File: config.mk
export PLATFORM = sky130hd
export DESIGN_NAME = reg_file16
export DESIGN_NICKNAME = d
export VERILOG_FILES = /design/src/rtl/mips_pkg.sv /design/src/rtl/reg_scoreboard.sv /design/src/rtl/reg_file16.sv
export SDC_FILE = /design/constraint.sdc
export NUM_CORES = 1
export LEC_CHECK = 0
export ABC_CLOCK_PERIOD_IN_PS = 9300
export BUFFER_PORTS_ARGS = -buffer_cell sky130_fd_sc_hd__buf_2
export CORE_UTILIZATION = 50
export DETAILED_ROUTE_END_ITERATION = 10
export GPL_TIMING_DRIVEN = 0
export PLACE_DENSITY = 0.75
export SLEW_MARGIN = 20
export SYNTH_ARGS = -nofsm -noshare
export SYNTH_HDL_FRONTEND = slang
export SYNTH_HIERARCHICAL = 1
export SYNTH_SLANG_ARGS = --single-unit
File: constraint.sdc
create_clock -name clk -period 9.3 [get_ports clk]
set_clock_uncertainty 0.2 [all_clocks]
set_input_delay 0 -clock clk [delete_from_list [all_inputs] [get_ports clk]]
set_output_delay 0 -clock clk [all_outputs]
set_load 0.01 [all_outputs]
File: src/rtl/mips_pkg.sv
// mips_pkg
//   Shared types and helpers for the register-file slice.
//   NREG     : number of architectural registers.
//   REG_ZERO : index of the hard-wired zero register.
//   reg_idx_t: 4-bit register index.
//   reg_sel_t: 16-bit one-hot register select.
//   is_onehot16: true when exactly one select bit is set.
package mips_pkg;

  localparam int NREG     = 16;
  localparam int REG_ZERO = 0;

  typedef logic [3:0]      reg_idx_t;
  typedef logic [NREG-1:0] reg_sel_t;

  // A value with exactly one bit set is non-zero and has no bit left
  // once its lowest set bit is cleared.
  function automatic logic is_onehot16(input reg_sel_t sel);
    return (sel != '0) && ((sel & (sel - reg_sel_t'(1))) == '0);
  endfunction

endpackage

File: src/rtl/reg_scoreboard.sv
// reg_scoreboard
//   Pending-write tracking for the register file and hazard detection.
//   Ports:
//     clk, rst_n     : clock, asynchronous active-low reset
//     i_wr_valid     : a well-formed writeback happens this cycle
//     i_wr_sel       : one-hot writeback destination
//     i_issue_valid  : a well-formed register-writing instruction issues
//     i_issue_sel    : one-hot destination of the issuing instruction
//     i_rs, i_rt     : source register indices
//     i_rs_used/rt   : the issuing instruction reads rs / rt
//     o_stall        : combinational hazard, issue stage must hold
module reg_scoreboard
  import mips_pkg::*;
(
  input  logic     clk,
  input  logic     rst_n,
  input  logic     i_wr_valid,
  input  reg_sel_t i_wr_sel,
  input  logic     i_issue_valid,
  input  reg_sel_t i_issue_sel,
  input  reg_idx_t i_rs,
  input  reg_idx_t i_rt,
  input  logic     i_rs_used,
  input  logic     i_rt_used,
  output logic     o_stall
);

  // Bit 0 is always held at zero so that the zero register never stalls.
  reg_sel_t r_busy;
  reg_sel_t w_clr;
  reg_sel_t w_set;
  reg_sel_t w_busy_next;
  logic     w_rs_hz;
  logic     w_rt_hz;

  assign w_clr = i_wr_valid ? i_wr_sel : '0;

  // A writeback in the same cycle resolves the hazard through the bypass.
  assign w_rs_hz = i_rs_used && r_busy[i_rs] && !w_clr[i_rs];
  assign w_rt_hz = i_rt_used && r_busy[i_rt] && !w_clr[i_rt];
  assign o_stall = w_rs_hz || w_rt_hz;

  // A stalled issue has not really issued, so it must not mark anything.
  assign w_set = (i_issue_valid && !o_stall) ? i_issue_sel : '0;

  // Set is applied after clear: a new writer to the same register is still
  // outstanding even though the older one retires this cycle.
  assign w_busy_next = ((r_busy & ~w_clr) | w_set) & ~reg_sel_t'(1);

  // NOTE: sequential state uses non-blocking assignments so every flop
  // samples pre-edge values regardless of statement order.
  always_ff @(posedge clk or negedge rst_n) begin
    if (!rst_n) begin
      r_busy <= '0;
    end else begin
      r_busy <= w_busy_next;
    end
  end

endmodule

File: src/rtl/reg_file16.sv
// reg_file16
//   Sixteen-entry register file with write-to-read bypass, a pending-write
//   scoreboard and a sticky malformed-select flag.
//   Ports:
//     clk, reset        : clock, asynchronous active-low reset
//     regWrite          : writeback enable
//     decOut            : one-hot writeback select
//     writeData         : writeback data
//     rs, rt            : source register indices
//     rsUsed, rtUsed    : instruction reads rs / rt
//     issueValid        : a register-writing instruction issues
//     issueDec          : one-hot destination of that instruction
//     regRs, regRt      : operand read data (combinational)
//     stall             : hazard on an outstanding write
//     decErr            : sticky malformed-select flag
module reg_file16
  import mips_pkg::*;
#(
  parameter int DATA_W = 32
) (
  input  logic              clk,
  input  logic              reset,
  input  logic              regWrite,
  input  reg_sel_t          decOut,
  input  logic [DATA_W-1:0] writeData,
  input  reg_idx_t          rs,
  input  reg_idx_t          rt,
  input  logic              rsUsed,
  input  logic              rtUsed,
  input  logic              issueValid,
  input  reg_sel_t          issueDec,
  output logic [DATA_W-1:0] regRs,
  output logic [DATA_W-1:0] regRt,
  output logic              stall,
  output logic              decErr
);

  logic [DATA_W-1:0] r_regs [NREG];
  logic              r_dec_err;
  logic              w_wr_ok;
  logic              w_sel_err;

  assign w_wr_ok   = regWrite && is_onehot16(decOut);
  assign w_sel_err = (regWrite   && !is_onehot16(decOut)) ||
                     (issueValid && !is_onehot16(issueDec));

  // NOTE: the storage is a flop array rather than a RAM macro, so it can
  // take the asynchronous clear that guarantees zeros after reset.
  // Entry 0 is cleared and never written; it folds to a constant.
  always_ff @(posedge clk or negedge reset) begin
    if (!reset) begin
      for (int i = 0; i < NREG; i++) r_regs[i] <= '0;
    end else if (w_wr_ok) begin
      for (int i = 1; i < NREG; i++) begin
        if (decOut[i]) r_regs[i] <= writeData;
      end
    end
  end

  always_ff @(posedge clk or negedge reset) begin
    if (!reset) begin
      r_dec_err <= 1'b0;
    end else if (w_sel_err) begin
      r_dec_err <= 1'b1;
    end
  end

  assign decErr = r_dec_err;

  // Bypass is suppressed while in reset so reads are zero throughout.
  // NOTE: each always_comb output gets a default first so no latch forms.
  always_comb begin
    regRs = '0;
    if (reset && rs != reg_idx_t'(REG_ZERO)) begin
      if (w_wr_ok && decOut[rs]) regRs = writeData;
      else                       regRs = r_regs[rs];
    end
  end

  always_comb begin
    regRt = '0;
    if (reset && rt != reg_idx_t'(REG_ZERO)) begin
      if (w_wr_ok && decOut[rt]) regRt = writeData;
      else                       regRt = r_regs[rt];
    end
  end

  // Malformed issue selects are dropped here so they never mark busy bits.
  reg_scoreboard u_scoreboard (
    .clk           (clk),
    .rst_n         (reset),
    .i_wr_valid    (w_wr_ok),
    .i_wr_sel      (decOut),
    .i_issue_valid (issueValid && is_onehot16(issueDec)),
    .i_issue_sel   (issueDec),
    .i_rs          (rs),
    .i_rt          (rt),
    .i_rs_used     (rsUsed),
    .i_rt_used     (rtUsed),
    .o_stall       (stall)
  );

endmodule

==> impl_metrics.tcl, run 1 <==
set metrics [dict create \
    drv_cap 0 \
    numPortBuffers 140 \
    clkPwrFrac 0.456 \
    final_max_slew_viol_count 0 \
    syn-num-nets 2057 \
    yosys.area.top_type "dfrtp_1" \
    path_max_fanout 10 \
    post_cts_resized 0 \
    fillers 4341 \
    cts_root_buffer "clkbuf_16" \
    drt_iter0_markers 2581 \
    ir_drop_mv 0.137 \
    fin_cells 3079 \
    worstPathArrival_ns 5.20 \
    cts_tree "done" \
    cp_common_cell "clkbuf_1" \
    fp.dieArea_mm2 0.0584 \
    post-route-period-util 0.580 \
    synthArstFlopShare 1.00 \
    cp.required_ns 9.10 \
    grt_pass1_wl_mm 145 \
    synth_seq_area_share 0.432 \
    syn_inst 1979 \
    pwr-share-comb 0.088 \
    power_leakage_uw 0.0155 \
    post-cts-setup-buffer-count 0 \
    die_h_um 242 \
    drc_errors 0 \
    finalSetupViolCount 0 \
    hold_buffers 100 \
    synth-main-ff-cell "dfrtp_1" \
    yosys_register_bits 496 \
    antenna_found_initial 2 \
    rows 87 \
    cts_max_level 2 \
    switching_share 0.257 \
    synth_edf_count 0 \
    hpwl_mm 61.9 \
    crit_type "input pin to output port" \
    max_slew_margin 0.136 \
    p_seq_frac 0.455 \
    place.gp.congestion 0.947 \
    grt_usage 0.336 \
    hold_ws_ns 0.0383 \
    clock_latency_ns 0.62 \
    critPathSlowestCell "clkbuf_1" \
    globalRouteOverflowTotal 0 \
    dr.pass1.iters 6 \
    finalHoldViolations 0 \
    synth_cell_types 59 \
    crit_path_end_kind "output port" \
    cts.path.max_buffers 3 \
    synthTopCellsByArea "dfrtp_1 (43%), mux4_2 (21%), mux2_2 (20%)" \
    max_freq_mhz 185 \
    synth-warning-count 70 \
    initial_utilization 0.508 \
    dr_total_vias 21100 \
    syn_avg_cell_area_um2 14.5 \
    cts_sinks 496 \
    status "finished clean" \
    power_switching_uw 1220 \
    layout.nets 2359 \
    clk_pin_slew_worst_paths_ns 0.06 \
    cp_cell_sequence "buf_2 > clkbuf_1 > clkbuf_1 > clkbuf_1 > o41a_1 > clkbuf_1 > clkbuf_1 > nand2_1 > mux2i_1 > buf_2" \
    area_growth_pct 16.1 \
    placed_cells 2883 \
    power_density_mw_per_mm2 142 \
    grt_max_degree 101 \
    critPathMaxStageDelay_ns 0.96 \
    start_kind "input pin" \
    rsz0062_at_grt "false" \
    pin_count 144 \
    final_common_cell "mux2_2" \
    numCtsBuffers 52 \
    period_needed_ns 5.40 \
    final_cell_mix "mux2_2 (516), dfrtp_1 (496), mux4_2 (270)" \
    die_w_um 242 \
    max_slew.worst_pin.slew_ns 1.30 \
    hold_path_class "input pin to register" \
    wl_mm 97.0 \
    avgViaCountPerCell 6.84 \
    drive_above_1_share 0.491 \
    internal_power_uw 3530 \
    core_area_mm2 0.0566 \
    ant_nets 0 \
    wire_per_inst_um 31.5 \
    synth_area_mm2 0.0287 \
    grt_pass1_vias 22300 \
    synth_top_area_frac 0.432 \
]
## through the flow
step	power (uW)	worst slack, ns	setup TNS, ns	instance area [um^2]	utilization
floorplan	2380	5.81	0	28700	-
global placement	2570	-2.03	-956.01	30400	0.537
detailed placement	2580	4.30	0	30600	0.541
CTS	4730	4.27	0	33400	0.589
global route	4850	4.03	0	33400	0.590
finish	4750	3.90	0	33400	0.590
## synthesized netlist by cell type (3+ instances only)
cell,count
a21oi_1,4
nor4_1,5
nand3_1,21
clkbuf_1,96
buf_4,32
nand2_1,183
o41a_1,3
inv_1,3
o221ai_1,3
dfrtp_1,496
mux2_2,516
mux4_2,270
o31ai_2,9
a211oi_1,3
buf_1,35
nor3_4,9
o22ai_1,3
mux2_1,32
nor2_1,7
buf_2,30
or3_1,5
nor2b_1,7
nand4_1,4
a22o_1,63
mux2i_1,76
nor3_1,9
o31ai_1,7
o21ai_0,8
## state kept, by name, summed over array words and instances (netlist names)
signal,cells
u_scoreboard/r_busy,15
r_regs,480
decErr,1
## cell type report
type	count	area [um^2]	area share
Clock inverter	20	235	0.00705
Timing Repair Buffer	248	1900	0.0571
Clock buffer	75	1510	0.0452
Buffer	195	942	0.0282
Multi-Input combinational cell	1285	15400	0.462
Sequential cell	496	12400	0.372
Tap cell	756	946	0.0283
Inverter	3	11.3	0.000337
Antenna cell	1	2.50	0.0000750
## final timing paths
path                       depth (start not counted)              startpoint                       to  slack, ns
max                                               10                   rt[1]                regRt[10]       3.90
min                                                3           writeData[20]              r_regs[436]       0.04
max reg2reg                                        7  u_scoreboard/r_busy[1]  u_scoreboard/r_busy[10]       6.49
min reg2reg                                        1             r_regs[252]              r_regs[252]       0.31
max in group asynchronous                          6                   reset              r_regs[439]       7.22
min in group asynchronous                          4                   reset                r_regs[2]       0.31
## critical path: cells and delay by family
family / cells / cell delay, ns
simple gates: 1 / 0.12
buf+inv: 7 / 4.46
compound gates: 1 / 0.25
mux: 1 / 0.33
## cell families after synthesis
group           after synthesis  share of synthesized area
mux                         895                      0.454
flops                       496                      0.432
simple gates                266                     0.0442
buf+inv                     198                     0.0319
compound gates              120                     0.0368
xor+xnor                      2                   0.000610
fa+ha+maj                     2                   0.000697
## layer usage
layer  wire, um  global-route usage  share of wire
met5         20                   0        0.00021
met2      45900               0.530           0.47
met1      33700               0.403           0.35
met3      10800               0.102           0.11
met4       6700               0.214          0.069
## power by group through the flow
stage / sequential [uW] / combinational (uW) / clock [uW]
after floorplan: 2200 / 175 / 0
after CTS: 2160 / 407 / 2160
final: 2160 / 418 / 2170
after global routing: 2160 / 436 / 2250
after global placement: 2200 / 364 / 0
after detailed placement: 2200 / 381 / 0
No activity file was read; power rests on OpenSTA's default activity.
==> inputs of run 2 (changes only) <==
Settings changed: ABC_CLOCK_PERIOD_IN_PS 9300 to 4810, PLACE_DENSITY 0.75 to 0.78.
Clock period 9.3 ns to 4.81 ns, I/O delays scaled along.
==> run 2 against run 1 <==
Compared with the run above:
- combinational power increased by 91%
- register-to-register slack got worse by 4.4 ns
- die area unchanged
- final cell count decreased by 0.42%
- first-iteration DRC count increased by 3.6%
- global-route usage decreased by 0.94 points
- count of clock-buffer cells in the layout unchanged
- sequential power increased by 94%
- critical path depth unchanged
- design area decreased by 0.62%
- highest routed layer unchanged
==> impl_metrics.tcl, run 2 (synthesized netlist as in run 1, its figures left out) <==
set metrics [dict create \
    fillers 4294 \
    rows 87 \
    switching_share 0.255 \
    cp.required_ns 4.61 \
    worstPathArrival_ns 4.59 \
    crit_path_end_kind "output port" \
    reg2regPathDepth 6 \
    cts_root_buffer "clkbuf_16" \
    place_ws_ns -0.128 \
    max_slew.worst_pin.slew_ns 1.25 \
    rr_endpoint "u_scoreboard/r_busy[8]" \
    clkPwrFrac 0.437 \
    antenna_found_initial 4 \
    crit_type "input pin to output port" \
    gr-usage-met2 0.515 \
    area_growth_pct 15.4 \
    ant_nets 0 \
    cts_tree "done" \
    wire_per_inst_um 31.0 \
    dr_total_vias 21000 \
    fp.dieArea_mm2 0.0584 \
    drv_cap 0 \
    internal_power_uw 6590 \
    worstHoldPathCells 3 \
    wl_mm 95.0 \
    drive_above_1_share 0.490 \
    rsz0062_at_grt "false" \
    power_leakage_uw 0.0154 \
    grt_pass1_wl_mm 141 \
    hpwl_mm 61.1 \
    grt_max_degree 98 \
    numCtsBuffers 50 \
    path_max_fanout 10 \
    final_cell_mix "mux2_2 (516), dfrtp_1 (496), mux4_2 (270)" \
    power_switching_uw 2260 \
    r2r-start "u_scoreboard/r_busy[13]" \
    clk_pin_slew_worst_paths_ns 0.06 \
    final_max_slew_viol_count 0 \
    final_common_cell "mux2_2" \
    cts_sinks 496 \
    met1_usage 0.396 \
    min_to "r_regs[437]" \
    largest_register "r_regs" \
    start_kind "input pin" \
    setup_ws_ns 0.0179 \
    place.gp.congestion 0.944 \
    fin_setup_tns_ns 0 \
    top_usage_layer "met2" \
    period_needed_ns 4.79 \
    power_density_mw_per_mm2 267 \
    finalSetupViolCount 0 \
    die_w_um 242 \
    hold_path_class "input pin to register" \
    utilization 0.586 \
    ir_drop_mv 0.236 \
    largest_register_ffs 480 \
    avgViaCountPerCell 6.84 \
    grt_usage 0.326 \
    pwr-share-comb 0.090 \
    total_power_uw 8850 \
    initial_utilization 0.508 \
    cts.path.max_buffers 3 \
    core_area_mm2 0.0566 \
    pin_count 144 \
    drt_iter0_markers 2673 \
    dpl_cell_area_mm2 0.0306 \
    post-cts-setup-buffer-count 0 \
    post-route-period-util 0.996 \
    die_h_um 242 \
    max_freq_mhz 209 \
    clock_latency_ns 0.59 \
    reg2reg_setup_slack_ns 2.07 \
    finalHoldViolations 0 \
    dr.pass1.iters 5 \
    globalRouteOverflowTotal 0 \
    max_slew_margin 0.160 \
    design_area_mm2 0.0332 \
    antenna_cells 0 \
    cts_max_level 2 \
    numPortBuffers 140 \
    drc_errors 0 \
    grt_pass1_vias 22000 \
    status "finished clean" \
    layout.nets 2353 \
    groute.layer.met3.usage 0.0943 \
    p_seq_frac 0.473 \
    hold_start "writeData[21]" \
]
==> run 2: how the worst max path moves through the flow <==
stage                         start                 endpoint  slack, ns  cells after the start
after CTS                 decOut[1]   u_scoreboard/r_busy[8]       0.08                     16
after detailed placement      rt[1]                regRt[11]      -0.13                     10
after floorplan           decOut[0]  u_scoreboard/r_busy[10]       1.32                     13
after global routing      decOut[1]   u_scoreboard/r_busy[7]      0.003                     16
after global placement        reset                regRt[27]      -6.51                      7
final                         rt[1]                regRt[27]       0.02                     10
==> run 2: worst max-delay path, stage by stage <==
cell	delay, ns
buf_2	0.18
clkbuf_1	0.56
clkbuf_2	0.52
clkbuf_1	0.80
o41a_1	0.25
clkbuf_1	0.71
clkbuf_1	0.79
nand2_1	0.11
mux2i_1	0.43
buf_2	0.23
==> run 2: metal layers <==
metal	part of all wire	vias to the layer above	wire length, um
li1	-	8246	-
met1	0.35	10900	33600
met2	0.47	1413	44800
met3	0.11	421	10200
met4	0.066	6	6280
met5	0.00032	-	30
==> run 2: metrics by stage <==
| stage | hold slack [ns] | cells |
|---|---|---|
| 4_1_cts | 0.0352 | 3066 |
| 5_1_grt | 0.0994 | 3066 |
| 3_5_place_dp | -0.300 | 2884 |
| 3_3_place_gp | 0.0653 | 2875 |
| 6_report | 0.0615 | 3066 |
| 2_1_floorplan | -0.496 | 1979 |
==> run 2: repair_timing <==
| action | CTS | global route |
|---|---|---|
| hold endpoints to repair | 852 | 0 |
| setup endpoints to repair | 6 | 18 |
| hold buffers | 95 | 0 |
| resized for setup | 2 | 5 |
==> run 2: cell type report <==
cell class,count,area [um^2],share of cell area
multi-input combinational,1285,15400,0.465
buffer,195,943,0.0284
sequential,496,12400,0.374
timing repair buffer,244,1870,0.0564
clock inverter,12,88.8,0.00268
tap,756,946,0.0285
clock buffer,75,1480,0.0445
inverter,3,11.3,0.000340
==> run 2: power groups by stage <==
| stage | clock (uW) | sequential, uW | combinational, uW |
|---|---|---|---|
| 2_1_floorplan | 0 | 4260 | 338 |
| 3_3_place_gp | 0 | 4260 | 699 |
| 3_5_place_dp | 0 | 4260 | 731 |
| 4_1_cts | 3870 | 4180 | 780 |
| 5_1_grt | 4030 | 4180 | 832 |
| 6_report | 3870 | 4180 | 798 |
